`src/rtl/pc_seq.sv`:
```
// Fetch PC sequencer with branch/JALR redirect and fixed-length front-end flush.
// Optional branch performance counters are built when PC_SEQ_PERF_CNT_EN is defined.
module pc_seq #(
   parameter logic [31:0] RESET_PC     = 32'h0000_0000,
   parameter int unsigned FLUSH_CYCLES = 2
) (
   input  logic        clk,
   input  logic        rst,
   input  logic        stall,
   output logic        fetch_valid,
   input  logic        fetch_ready,
   output logic [31:0] fetch_addr,
   input  logic        br_valid,
   input  logic [1:0]  pc_c,
   input  logic [12:0] b_im,
   input  logic [31:0] br_pc,
   input  logic        jalr_valid,
   input  logic [31:0] jalr_target,
   output logic        flush,
   output logic        misalign,
   output logic [31:0] br_cnt,
   output logic [31:0] taken_cnt
);

   typedef enum logic [1:0] {
      IDLE  = 2'd0,
      RUN   = 2'd1,
      FLUSH = 2'd2
   } state_t;

   localparam logic [3:0] FLUSH_LOAD = 4'(FLUSH_CYCLES);

   state_t      state, state_next;
   logic [3:0]  flush_cnt, flush_cnt_next;
   logic [31:0] addr_next;
   logic        misalign_next;

   logic        br_take;
   logic [31:0] br_target;
   logic [31:0] jalr_aligned;
   logic [31:0] redir_target;
   logic        redir_req;

   // The branch outranks a same-cycle JALR; nothing redirects while in IDLE.
   assign br_take      = br_valid && (pc_c == 2'd2);
   assign br_target    = br_pc + {{19{b_im[12]}}, b_im};
   assign jalr_aligned = {jalr_target[31:1], 1'b0};
   assign redir_target = br_take ? br_target : jalr_aligned;
   assign redir_req    = (br_take || jalr_valid) && (state != IDLE);

   always_ff @(posedge clk) begin
      if (rst) begin
         state      <= IDLE;
         flush_cnt  <= 4'd0;
         fetch_addr <= RESET_PC;
         misalign   <= 1'b0;
      end else begin
         state      <= state_next;
         flush_cnt  <= flush_cnt_next;
         fetch_addr <= addr_next;
         misalign   <= misalign_next;
      end
   end

   always_comb begin
      state_next     = state;
      flush_cnt_next = flush_cnt;
      addr_next      = fetch_addr;
      misalign_next  = 1'b0;
      fetch_valid    = 1'b0;
      flush          = 1'b0;

      case (state)
         IDLE: begin
            state_next = RUN;
         end
         RUN: begin
            fetch_valid = 1'b1;
            if (fetch_ready && !stall) begin
               addr_next = fetch_addr + 32'd4;
            end
         end
         FLUSH: begin
            flush          = 1'b1;
            flush_cnt_next = flush_cnt - 4'd1;
            if (flush_cnt == 4'd1) begin
               state_next = RUN;
            end
         end
         default: begin
            state_next = IDLE;
         end
      endcase

      // A misaligned target is dropped outright: the PC also skips its sequential step.
      if (redir_req) begin
         if (redir_target[1]) begin
            misalign_next = 1'b1;
            addr_next     = fetch_addr;
         end else begin
            addr_next      = redir_target;
            state_next     = FLUSH;
            flush_cnt_next = FLUSH_LOAD;
         end
      end
   end

`ifdef PC_SEQ_PERF_CNT_EN
   always_ff @(posedge clk) begin
      if (rst) begin
         br_cnt    <= 32'd0;
         taken_cnt <= 32'd0;
      end else begin
         if (br_valid) begin
            br_cnt <= br_cnt + 32'd1;
         end
         if (br_take) begin
            taken_cnt <= taken_cnt + 32'd1;
         end
      end
   end
`else
   assign br_cnt    = 32'd0;
   assign taken_cnt = 32'd0;
`endif

endmodule

```
`config.mk`:
```
export PLATFORM = sky130hd
export DESIGN_NAME = pc_seq
export DESIGN_NICKNAME = d
export VERILOG_FILES = /design/src/rtl/pc_seq.sv
export SDC_FILE = /design/constraint.sdc
export NUM_CORES = 1
export LEC_CHECK = 0
export BUFFER_PORTS_ARGS = -buffer_cell sky130_fd_sc_hd__clkbuf_2
export CORE_AREA = 2 2 108 110
export DETAILED_ROUTE_END_ITERATION = 6
export DIE_AREA = 0 0 110 112
export PLACE_DENSITY = 0.66
export SLEW_MARGIN = 20
export SYNTH_ARGS = -nofsm -noshare
export SYNTH_HDL_FRONTEND = slang
export SYNTH_SLANG_ARGS = --single-unit
```
`constraint.sdc`:
```
create_clock -name clk -period 7.7 [get_ports clk]
set_input_delay 0.77 -clock clk [delete_from_list [all_inputs] [get_ports clk]]
set_output_delay 0.77 -clock clk [all_outputs]
set_load 0.05 [all_outputs]
```
== Word-level counts from Yosys, hierarchy flattened ==
Index checks and enable logic that the tools add are counted.

* Eq/ne operators: 5
* Muxes and demuxes: 15
* $lt $le $gt $ge: 0
* Bitwise logic cells: 1
* Reduce and logical (&&, ||, !) cells: 11
* Div/mod/pow operators: 0
* Multipliers: 0
* Add/sub/neg operators: 3
* Shift operators: 0

{| class="wikitable"
|+ Operator list
! operator !! number
|-
| $mux W32 || 5
|-
| $add A32 B3 Y32 const B || 1
|-
| $add A32 B32 Y32 || 1
|-
| $mux W4 || 3
|-
| $mux W2 || 3
|-
| $pmux W2 S3 || 1
|-
| $reduce_bool A2 Y1 || 3
|-
| $eq A2 B2 Y1 const B || 2
|-
| $eq A4 B1 Y1 const B || 1
|-
| $sub A4 B1 Y4 const B || 1
|-
| $logic_and A1 B1 Y1 || 3
|-
| $mux W1 || 3
|-
| $reduce_and A3 Y1 || 1
|-
| $eq A2 B1 Y1 const B || 1
|-
| $logic_not A2 Y1 || 1
|-
| $ne A2 B2 Y1 const B || 1
|-
| $reduce_or A2 Y1 || 1
|-
| $logic_not A1 Y1 || 1
|-
| $logic_or A1 B1 Y1 || 1
|-
| $not A1 Y1 || 1
|}

* Bits in registers: 39
* Memories kept: 0
* ROM bits: 0
* RAM bits: 0
* Latch bits: 0
* Word-level logic and storage cells: 39

== Logic depth before layout (Yosys ltp) ==
* Word-level depth: 6
* Depth in mapped cells: 13
* Mapped depth without buffers: 12

== Worst setup path after synthesis ==
Ideal clock, no wire load.

* Path kind: input-to-reg
* From: input b_im[6]
* To: register fetch_addr[31]
* Arrival time: 2,979 ps
* Required time: 7,567 ps
* Slack: 4,588 ps
* Library setup time: 133 ps
* Stages on the path: 9
* Path through: ha_1 > a2111oi_0 > a21bo_1 > a2111oi_4 > o21ai_2 > o41ai_4 > a221o_2 > nor3_1 > a2111oi_2

* Longest elaborated chain between the ends: 4

{| class="wikitable"
|+ RTL lines
! item !! RTL line !! source
|-
| from (decl) || 15 || <nowiki>input logic [12:0] b_im,</nowiki>
|-
| $add A32 B32 Y32 || 46 || <nowiki>assign br_target = br_pc + {{19{b_im[12]}}, b_im};</nowiki>
|-
| $mux W32 || 48 || <nowiki>assign redir_target = br_take ? br_target : jalr_aligned;</nowiki>
|-
| $mux W32 || 97 || <nowiki>if (redir_target[1]) begin</nowiki>
|-
| $mux W32 || 96 || <nowiki>if (redir_req) begin</nowiki>
|-
| to (signal assigned) || 60 || <nowiki>fetch_addr <= addr_next;</nowiki>
|-
| to (decl) || 12 || <nowiki>output logic [31:0] fetch_addr,</nowiki>
|}

Every way passes these cells. The select of a mux whose other input is x is not followed.
A chain may end at the register's enable or synchronous reset.

== Worst setup path in the final report ==
* From: input b_im[12]
* To: register fetch_addr[29]

The elaborated chain is that of the path after synthesis.

==> flow_summary.ini <==
[layout]
fillCellCount = 1164
area_delta_synth_final_pct = 12.6
fin_util_pct = 46.9
antenna_cells = 0
fin_nets = 880
layout-drive-gt1-share_pct = 19.1
final_area_um2 = 5240
fin_cells = 904

[synth]
synth_top_family_by_area = compound AO/OA/AOI/OAI gates
synth-simple-area-share_pct = 23.8
synth_xor_area_share_pct = 3.95
syn_area_per_cell_um2 = 7.01
synth.yosys.seq_area_share_pct = 16.3
synth_compound_area_share_pct = 30.7
synthCells = 664
synth_top_flop_cell = dfxtp_1
ys_ff_latch = 38
synth_area_um2 = 4660
yosys_warnings = 0
synth_edf_count = 0
synth_mux_area_share_pct = 1.10
ys_async_sr_fraction_pct = 0
synth_cell_types = 70
synth-adder-area-share_pct = 9.57

[placed_design]
port_buffers = 117
postPlaceCellArea_um2 = 5090
placed_cells = 896
dp_hpwl_um = 10300
gp_congestion = 0.874

[power]
internal-power_w = 0.000443
switchingPower_w = 0.000351
clockPowerShare_pct = 26.2
p_sw_share_pct = 44.2
p_comb_share_pct = 46.0
powerDensity_nw_per_um2 = 151
seqPwrFrac_pct = 27.7
ir_drop_mv = 0.0817
leakage_nw = 2.35

[timing]
setup_tns_ns = 0
period_share_pct = 47.2
final-setup-viol-count = 0
tightest_slew_ns = 0.871
fin_skew_ns = 0.00444
max_freq_mhz = 275
maxSlewViolCount = 0
period_minus_slack_ns = 3.63
rsz0062_at_grt = false
relSlewSlack_pct = 41.9
hold_viol = 0

[global_routing]
grt_max_degree = 43
grtUsageTotal_pct = 21.1
grt_antenna_before_repair = 0
grt_pass1_wl_um = 21100
grt_pass1_vias = 4353
overflow = 0

[clocking]
post_cts_buffers = 0
clock_sinks = 38
cts_tree = yes
hold_buffers = 0
cts_root_buf = clkbuf_16
clock_latency_ns = 0.28
ctsResizeCount = 0
clk_pin_slew_ns = 0.06
htree_num_levels = 2
numCtsBuffers = 5
clk_path_buf_depth = 2

[job]
drv_cap = 0

[drt]
drt_iter0_drc = 311
antenna_left = 0
drt_drc_violations_left = 0
num_vias = 4987
viasPerCell = 5.52
routedWlPerCell_um = 14.8
first_pass_iters = 5
routed_wl_um = 13400

[run_status]
status = finished, final reports clean

[hold_path]
min-delay-path-class = reg -> reg
whs_path_depth = 2

[critical_path]
cp.arrival_ns = 3.81
r2r_setup_slack_ns = 4.77
end_kind = flop
worst_ep_required_time_ns = 7.88
cp_max_fo = 20
ff2ff_path_depth = 8
critPathKind = in -> reg
critPathLaunchType = primary input

[floorplan]
dieHeight_um = 112
initial_core_util_pct = 41.7
ios = 184
fp-row-count = 39
coreArea_um2 = 11200
die_area_um2 = 12300
fp.dieW_um = 110
flip-flops by register name, summed over array words and instances, names as in the netlist:
signal,count
fetch_addr,31
misalign,1
flush_cnt,4
state,2
Yosys cell counts (11+ instances only):
master,number,area [um^2]
o21ai_0,46,230
nand3_1,26,130
ha_1,34,425
buf_4,65,488
nand2_1,57,214
inv_1,15,56.3
nand4_1,11,68.8
clkbuf_1,24,90.1
nor3_1,27,135
nor2_1,61,229
a31oi_1,16,100
xor2_1,11,96.3
a21oi_1,76,380
dfxtp_1,38,761
through the flow:
| stage | hold slack, ns | worst slack (ns) | power [W] |
|---|---|---|---|
| 6_report | 0.465 | 4.07 | 0.000794 |
| 5_1_grt | 0.519 | 3.81 | 0.000840 |
| 4_1_cts | 0.476 | 4.08 | 0.000792 |
| 3_5_place_dp | 0.469 | 3.77 | 0.000584 |
| 3_3_place_gp | 0.444 | 3.89 | 0.000579 |
| 2_1_floorplan | 0.529 | 4.59 | 0.000528 |
logic make-up after synthesis:
kind of cell,Yosys count
buffers and inverters,112
muxes,5
DFF,38
adders and majority gates,35
other,1
xor gates and xnor gates,21
and+or+nand+nor,230
AOI/OAI and AO/OA,222
path summary, 6_finish.rpt:
kind,start,end
hold / removal,fetch_addr[0],fetch_addr[0]
hold reg to reg,fetch_addr[0],fetch_addr[0]
setup reg to reg,state[1],fetch_addr[30]
setup / recovery,b_im[12],fetch_addr[29]
layout by cell type (no fill, tap or decap), types with 4 or more instances in the layout:
master and instances:
a221oi_1 4, nor3_1 27, a311oi_1 4, and3_1 10, xor2_1 11, buf_4 5
clkbuf_16 5, dfxtp_1 38, a211oi_1 5, xnor2_1 10, a21oi_1 76, o21ai_0 46
nand4_1 11, mux2i_1 4, a31oi_1 16, o21a_1 9, nand2b_1 4, nor2_1 60
nand3_1 26, nand2_1 57, nor2b_1 4, clkbuf_2 117, o211ai_1 7, o31ai_1 4
a21o_1 10, inv_1 15, conb_1 65, nand3b_1 7, ha_1 34, o21bai_1 6
power by group through the flow:
stage | logic, W | clock network [W] | registers, W
final | 0.000365 | 0.000208 | 0.000220
after global placement | 0.000356 | 0 | 0.000224
after detailed placement | 0.000360 | 0 | 0.000224
after floorplan | 0.000279 | 0 | 0.000249
after global routing | 0.000398 | 0.000221 | 0.000222
after CTS | 0.000361 | 0.000211 | 0.000220
final cells by class:
type	instances	area [um^2]	area share, %
Multi-Input combinational cell	578	3470	66.3
Inverter	15	56.3	1.07
Tap cell	143	179	3.41
Clock inverter	1	5.00	0.0955
Clock buffer	7	143	2.72
Sequential cell	38	761	14.5
Timing Repair Buffer	122	623	11.9
worst max-delay path, cell delays in order:
cell       delay (ns)
clkbuf_2         0.29
ha_1             0.59
nand2_1          0.09
o21ai_1          0.24
nor2_1           0.12
a2111oi_4        0.46
o21ai_2          0.16
o41ai_4          0.43
mux2i_1          0.22
o21ai_0          0.13
a311oi_1         0.30
layer usage:
| layer | vias to the layer above | share of wire (%) | global-route usage, % |
|---|---|---|---|
| met3 | 19 | 6.3 | 2.22 |
| li1 | 2506 | - | - |
| met2 | 184 | 46 | 33.0 |
| met1 | 2278 | 46 | 30.4 |
| met4 | 0 | 1.8 | 6.08 |
| met5 | - | 0 | 0 |
Note: power is estimated with default switching activity, not from simulation.
